--- src/rtl/router_pkg.sv ---
// Shared router constants: byte width, destination field width and the reserved address.
package router_pkg;
   localparam int DATA_WIDTH = 8;
   localparam int ADDR_BITS  = 2;
   localparam logic [ADDR_BITS-1:0] ADDR_INVALID = 2'b11;

   function automatic logic addr_ok(input logic [ADDR_BITS-1:0] addr);
      return addr != ADDR_INVALID;
   endfunction
endpackage

--- src/rtl/router_reg_parity.sv ---
// Running XOR of packet bytes with a compare against the received parity byte.
// 1-cycle update latency; no backpressure, the enables come straight from the FSM decode.
module parity_acc #(
   parameter int DATA_WIDTH = router_pkg::DATA_WIDTH
) (
   input  logic                  clock,
   input  logic                  resetn,
   input  logic                  clear,
   input  logic                  xor_en,
   input  logic [DATA_WIDTH-1:0] xor_dat,
   input  logic [DATA_WIDTH-1:0] ref_dat,
   output logic [DATA_WIDTH-1:0] acc,
   output logic                  mismatch
);

   always_ff @(posedge clock) begin
      if (!resetn)
         acc <= '0;
      else if (clear)
         acc <= '0;
      else if (xor_en)
         acc <= acc ^ xor_dat;
   end

   assign mismatch = (acc != ref_dat);

endmodule

--- src/rtl/router_reg.sv ---
// Router datapath register stage: header capture, FIFO write byte, full-hold byte and parity check.
// 1-cycle latency on every path; a byte arriving while the FIFO is full is parked and replayed in LOAD_AFTER_FULL.
module router_reg #(
   parameter int DATA_WIDTH = router_pkg::DATA_WIDTH,
   parameter int ADDR_BITS  = router_pkg::ADDR_BITS
) (
   input  logic                  clock,
   input  logic                  resetn,
   input  logic                  pkt_valid,
   input  logic [DATA_WIDTH-1:0] data_in,
   input  logic                  fifo_full,
   input  logic                  detect_add,
   input  logic                  lfd_state,
   input  logic                  ld_state,
   input  logic                  laf_state,
   input  logic                  full_state,
   input  logic                  rst_int_reg,
   output logic [DATA_WIDTH-1:0] dout,
   output logic                  parity_done,
   output logic                  low_pkt_valid,
   output logic                  err
);
   import router_pkg::*;

   logic [DATA_WIDTH-1:0] header_byte;
   logic [DATA_WIDTH-1:0] hold_byte;
   logic [DATA_WIDTH-1:0] pkt_parity;
   logic [DATA_WIDTH-1:0] int_parity;
   logic                  par_en;
   logic [DATA_WIDTH-1:0] par_dat;
   logic                  par_mismatch;

   always_ff @(posedge clock) begin
      if (!resetn)
         header_byte <= '0;
      else if (detect_add && pkt_valid && addr_ok(data_in[ADDR_BITS-1:0]))
         header_byte <= data_in;
   end

   // Every byte seen in ld_state goes to exactly one of dout or hold_byte.
   always_ff @(posedge clock) begin
      if (!resetn) begin
         dout      <= '0;
         hold_byte <= '0;
      end else if (lfd_state) begin
         dout <= header_byte;
      end else if (ld_state && !fifo_full) begin
         dout <= data_in;
      end else if (ld_state && fifo_full) begin
         hold_byte <= data_in;
      end else if (laf_state) begin
         dout <= hold_byte;
      end else if (full_state) begin
         dout <= dout;
      end
   end

   // Header is folded in during lfd_state; payload only while pkt_valid, whatever fifo_full says.
   assign par_en  = lfd_state || (ld_state && pkt_valid);
   assign par_dat = lfd_state ? header_byte : data_in;

   parity_acc #(.DATA_WIDTH(DATA_WIDTH)) u_parity (
      .clock    (clock),
      .resetn   (resetn),
      .clear    (detect_add),
      .xor_en   (par_en),
      .xor_dat  (par_dat),
      .ref_dat  (pkt_parity),
      .acc      (int_parity),
      .mismatch (par_mismatch)
   );

   always_ff @(posedge clock) begin
      if (!resetn)
         pkt_parity <= '0;
      else if (detect_add)
         pkt_parity <= '0;
      else if (ld_state && !pkt_valid)
         pkt_parity <= data_in;
   end

   always_ff @(posedge clock) begin
      if (!resetn)
         low_pkt_valid <= 1'b0;
      else if (rst_int_reg)
         low_pkt_valid <= 1'b0;
      else if (ld_state && !pkt_valid)
         low_pkt_valid <= 1'b1;
   end

   // A parity byte parked by fifo_full completes only when replayed from hold_byte.
   always_ff @(posedge clock) begin
      if (!resetn)
         parity_done <= 1'b0;
      else if (detect_add)
         parity_done <= 1'b0;
      else if ((ld_state && !fifo_full && !pkt_valid) ||
               (laf_state && low_pkt_valid && !parity_done))
         parity_done <= 1'b1;
   end

   always_ff @(posedge clock) begin
      if (!resetn)
         err <= 1'b0;
      else if (rst_int_reg)
         err <= par_mismatch;
      else if (detect_add && pkt_valid)
         err <= 1'b0;
   end

endmodule

--- config.mk ---
export PLATFORM = sky130hd
export DESIGN_NAME = router_reg
export DESIGN_NICKNAME = d
export VERILOG_FILES = /design/src/rtl/router_pkg.sv /design/src/rtl/router_reg_parity.sv /design/src/rtl/router_reg.sv
export SDC_FILE = /design/constraint.sdc
export NUM_CORES = 1
export LEC_CHECK = 0
export BUFFER_PORTS_ARGS = -buffer_cell sky130_fd_sc_hd__clkbuf_2
export CAP_MARGIN = 30
export CORE_ASPECT_RATIO = 1.2
export CORE_MARGIN = 2
export CORE_UTILIZATION = 49
export DETAILED_ROUTE_END_ITERATION = 8
export PLACE_DENSITY = 0.73
export SETUP_SLACK_MARGIN = 0.15
export SLEW_MARGIN = 20
export SYNTH_ARGS = -nofsm -noshare
export SYNTH_HDL_FRONTEND = slang
export SYNTH_SLANG_ARGS = --single-unit
export TNS_END_PERCENT = 10
--- constraint.sdc ---
create_clock -name clock -period 1 [get_ports clock]
set_input_delay 0.1 -clock clock [delete_from_list [all_inputs] [get_ports clock]]
set_output_delay 0.1 -clock clock [all_outputs]
set_load 0.01 [all_outputs]
==> impl_results.md <==
- Total die area: between 4000 and 5000 sq um
- Slew of the pin with the lowest slew margin: 0.335 ns
- Reg clk slew, reported paths: ~0.080 ns
- Ys Warns: 0
- CTS max path bufs: 2
- Failing checks: setup timing
- Core area: 4000 sq um
- Top cells by count, synth: 43 x dfxtp_1, 27 x nand2_1, 18 x nor2b_1, 15 x and3b_1, 13 x a21boi_0
- Mapped Area: ~2100 sq um
- Buffers on Ports: 27
- First-pass GRT wire length: about 7800 microns
- H-tree depth: 2
- Residual DRC count: 0
- Post-synth top area share: 0.414
- Via count: around 1800
- Die H: roughly 75 microns
- Critical Path Start: u_parity.acc[5]$_SDFFE_PP0P_
- Die W: around 63 microns
- Vias in the first global route: approximately 1700
- Number of routed nets with antenna violations: 0
- Initial Utilization: 0.519
- Sw frac: 0.272
- Sequential cell fraction of total power: 0.522
- Setup Viol. Count Final: 1
- Max Clk Rate: 929 MHz
- Post-synth cell types: 32
- CP endpoint kind: register
- Mapped Cells: between 200 and 250
- Grt total ovfl: 0
- CTS tree: built
- Hpwl dp: approximately 3400 microns
- Final number of max-transition violations: 0
- Logic pwr share: 0.166
- Leading area contributor after synthesis: dfxtp_1
- Vias per inst: 5.49
- Switch Pwr: 0.000956 W
- Peak supply drop: roughly 730 uV
- Power per standard cell area: 1300 nW/um^2
- Total track usage: 0.209
- Startpoint types: register
- Post-route cell area: roughly 2700 sq um
- Syn Area/Cell: just under 9 sq um
- Yosys reg bits: between 40 and 50
- Worst stage delay on the critical path: between 0.3 and 0.4 ns
- Most area-consuming cells after synthesis: dfxtp_1 41%, and3b_1 6.3%, nor2b_1 5.4%, nand2_1 4.9%, a21boi_0 4.7%
- Critical path's top delay family: flip-flops
- Clock power share: 0.312
- RSZ-0062 raised after global routing: yes
- Tmin final: ~1.1 ns
- Clk_skew: ~0.0063 ns
- Final WS setup: -0.0764 ns
- Ys async rst share: 0
- Setup TNS: -0.0764 ns
- Number of enable flip-flop cells after synthesis: 0
- Routed WL: a little under 5000 microns
- Synth Flop Type: dfxtp_1
- Slowest library cell on the worst path: dfxtp_1
- CP Cell Sequence: xnor2_1 > nand4_1 > o311a_1
- Fin crit share: 1.08
- Clk sink count: 43
- Internal power: between 0.002 and 0.003 W
- Largest net degree at the start of global routing: 21
- DR WL/cell: about 15 microns
- Crit-path max FO: 3
- Syn nets: 253
- Layout area overhead: 30.1%
- Share of layout cells above drive strength 1: 0.393
- WP data required: around 1.2 ns
- Critical path data arrival time: about 1.3 ns
- Root buf cell: clkbuf_8
- Initial antenna violation count: 0
- Worst R2R Start: u_parity.acc[5]$_SDFFE_PP0P_
- Hold_sp: data_in[6]
- LEAKAGE: between 1 and 1.5 nW
- Relative slew slack: 0.776
- Buf/Inv on CP: 0
- Final hold vios: 0
- First drt pass iteration count: 5
- N_diodes: 0
- Outcome: complete, but fails checks
- Sequential area share after synthesis: 0.414
- Max cap viols: 0
- TritonCTS Buffers: 5
- # rows: 25
- Nets: ~290
- I/O pin count: 29
- Final RePlAce weighted congestion: ~0.81
- Count leader, synth: dfxtp_1
- Placed Area: ~2400 sq um
- CP Class: register to register
- Clk_lat worst skew: 0.30 ns
- Hold crit path type: input port to register
- Iteration-0 DRC Markers: 96
- Post-CTS Setup Repair Bufs: 0
cells in the final DEF (no fill, tap or decap), types with 2 or more instances in the layout:
master	n
nor3_2	5
clkinvlp_4	2
nand2_1	22
nor2_1	4
nand2_2	5
and2_1	2
inv_1	9
clkbuf_8	5
o32ai_2	7
and3b_1	15
mux2i_1	8
nor3_1	2
nand2b_1	2
dfxtp_2	23
dfxtp_1	20
xnor2_1	6
a21oi_1	9
a211oi_1	5
a211oi_2	3
o221a_2	2
a21boi_0	12
buf_6	13
nand4b_1	8
xnor2_2	2
nand3_1	8
buf_4	15
o21ai_0	6
nor2b_1	18
clkbuf_2	16
worst min-delay path, delay by kind of cell:
kind | cells | cell delay [ns]
buffers and inverters | 1 | 0.11
AO/OA/AOI/OAI | 1 | 0.05
AND/OR/NAND/NOR | 1 | 0.06
state kept, by name, summed over array words and instances (netlist names):
name	flops
u_parity.acc	8
low_pkt_valid	1
pkt_parity	8
dout	8
hold_byte	8
parity_done	1
err	1
header_byte	8
final cells by class:
cell class / instances / area, sq um
clock inverter: 3 / 20.0
timing repair buffer: 47 / 384
multi-input combinational: 165 / 1240
sequential: 43 / 890
tap: 54 / 67.6
clock buffer: 5 / 68.8
fill: 355 / 1300
inverter: 9 / 33.8
path summary, 6_finish.rpt:
path | slack [ns] | to | cells after the start
hold / removal | 0.08 | pkt_parity[6]$_SDFFE_PP0P_ | 3
setup reg to reg | -0.08 | err$_SDFFE_PN0P_ | 3
hold reg to reg | 0.46 | dout[7]$_SDFFE_PN0P_ | 2
setup / recovery | -0.08 | err$_SDFFE_PN0P_ | 3
logic make-up after synthesis:
| logic type | share of synthesized area |
|---|---|
| AND/OR/NAND/NOR | 0.283 |
| AO/OA/AOI/OAI | 0.177 |
| multiplexers | 0.0385 |
| flip-flops | 0.414 |
| XOR/XNOR | 0.0337 |
| buffers and inverters | 0.0535 |
metrics by stage:
| step | util | cells | total power, W | setup WS, ns | hold WS (ns) |
|---|---|---|---|---|---|
| 2_1_floorplan | - | 235 | 0.00215 | -0.0397 | 0.176 |
| 3_3_place_gp | 0.589 | 317 | 0.00234 | -0.252 | 0.305 |
| 3_5_place_dp | 0.589 | 317 | 0.00235 | -0.271 | 0.312 |
| 4_1_cts | 0.623 | 326 | 0.00346 | -0.0745 | 0.0651 |
| 5_1_grt | 0.676 | 326 | 0.00370 | -0.119 | 0.0876 |
| 6_report | 0.676 | 326 | 0.00352 | -0.0764 | 0.0783 |
what timing repair did:
action,CTS,global route
pin swaps,1,17
endpoints found under the hold margin,1,0
setup endpoints to repair,24,33
resized for setup,20,56
hold buffers,1,0
power by group through the flow:
stage / Clock, W / Combinational [W] / Sequential [W]
after global placement: 0 / 0.000483 / 0.00186
after global routing: 0.00122 / 0.000635 / 0.00185
after floorplan: 0 / 0.000285 / 0.00186
after detailed placement: 0 / 0.000490 / 0.00186
final: 0.00110 / 0.000585 / 0.00184
after CTS: 0.00113 / 0.000499 / 0.00183
metal layers:
layer | part of all wire | GRT usage | wire length (microns) | vias to the layer above
li1 | - | - | - | 903
met3 | 0.038 | 0.0399 | 187 | 5
met1 | 0.44 | 0.268 | 2130 | 843
met4 | 0.0098 | 0.0749 | 48 | 0
met5 | 0 | 0 | 0 | -
met2 | 0.52 | 0.358 | 2520 | 38
Note: power is estimated with default switching activity, not from simulation.
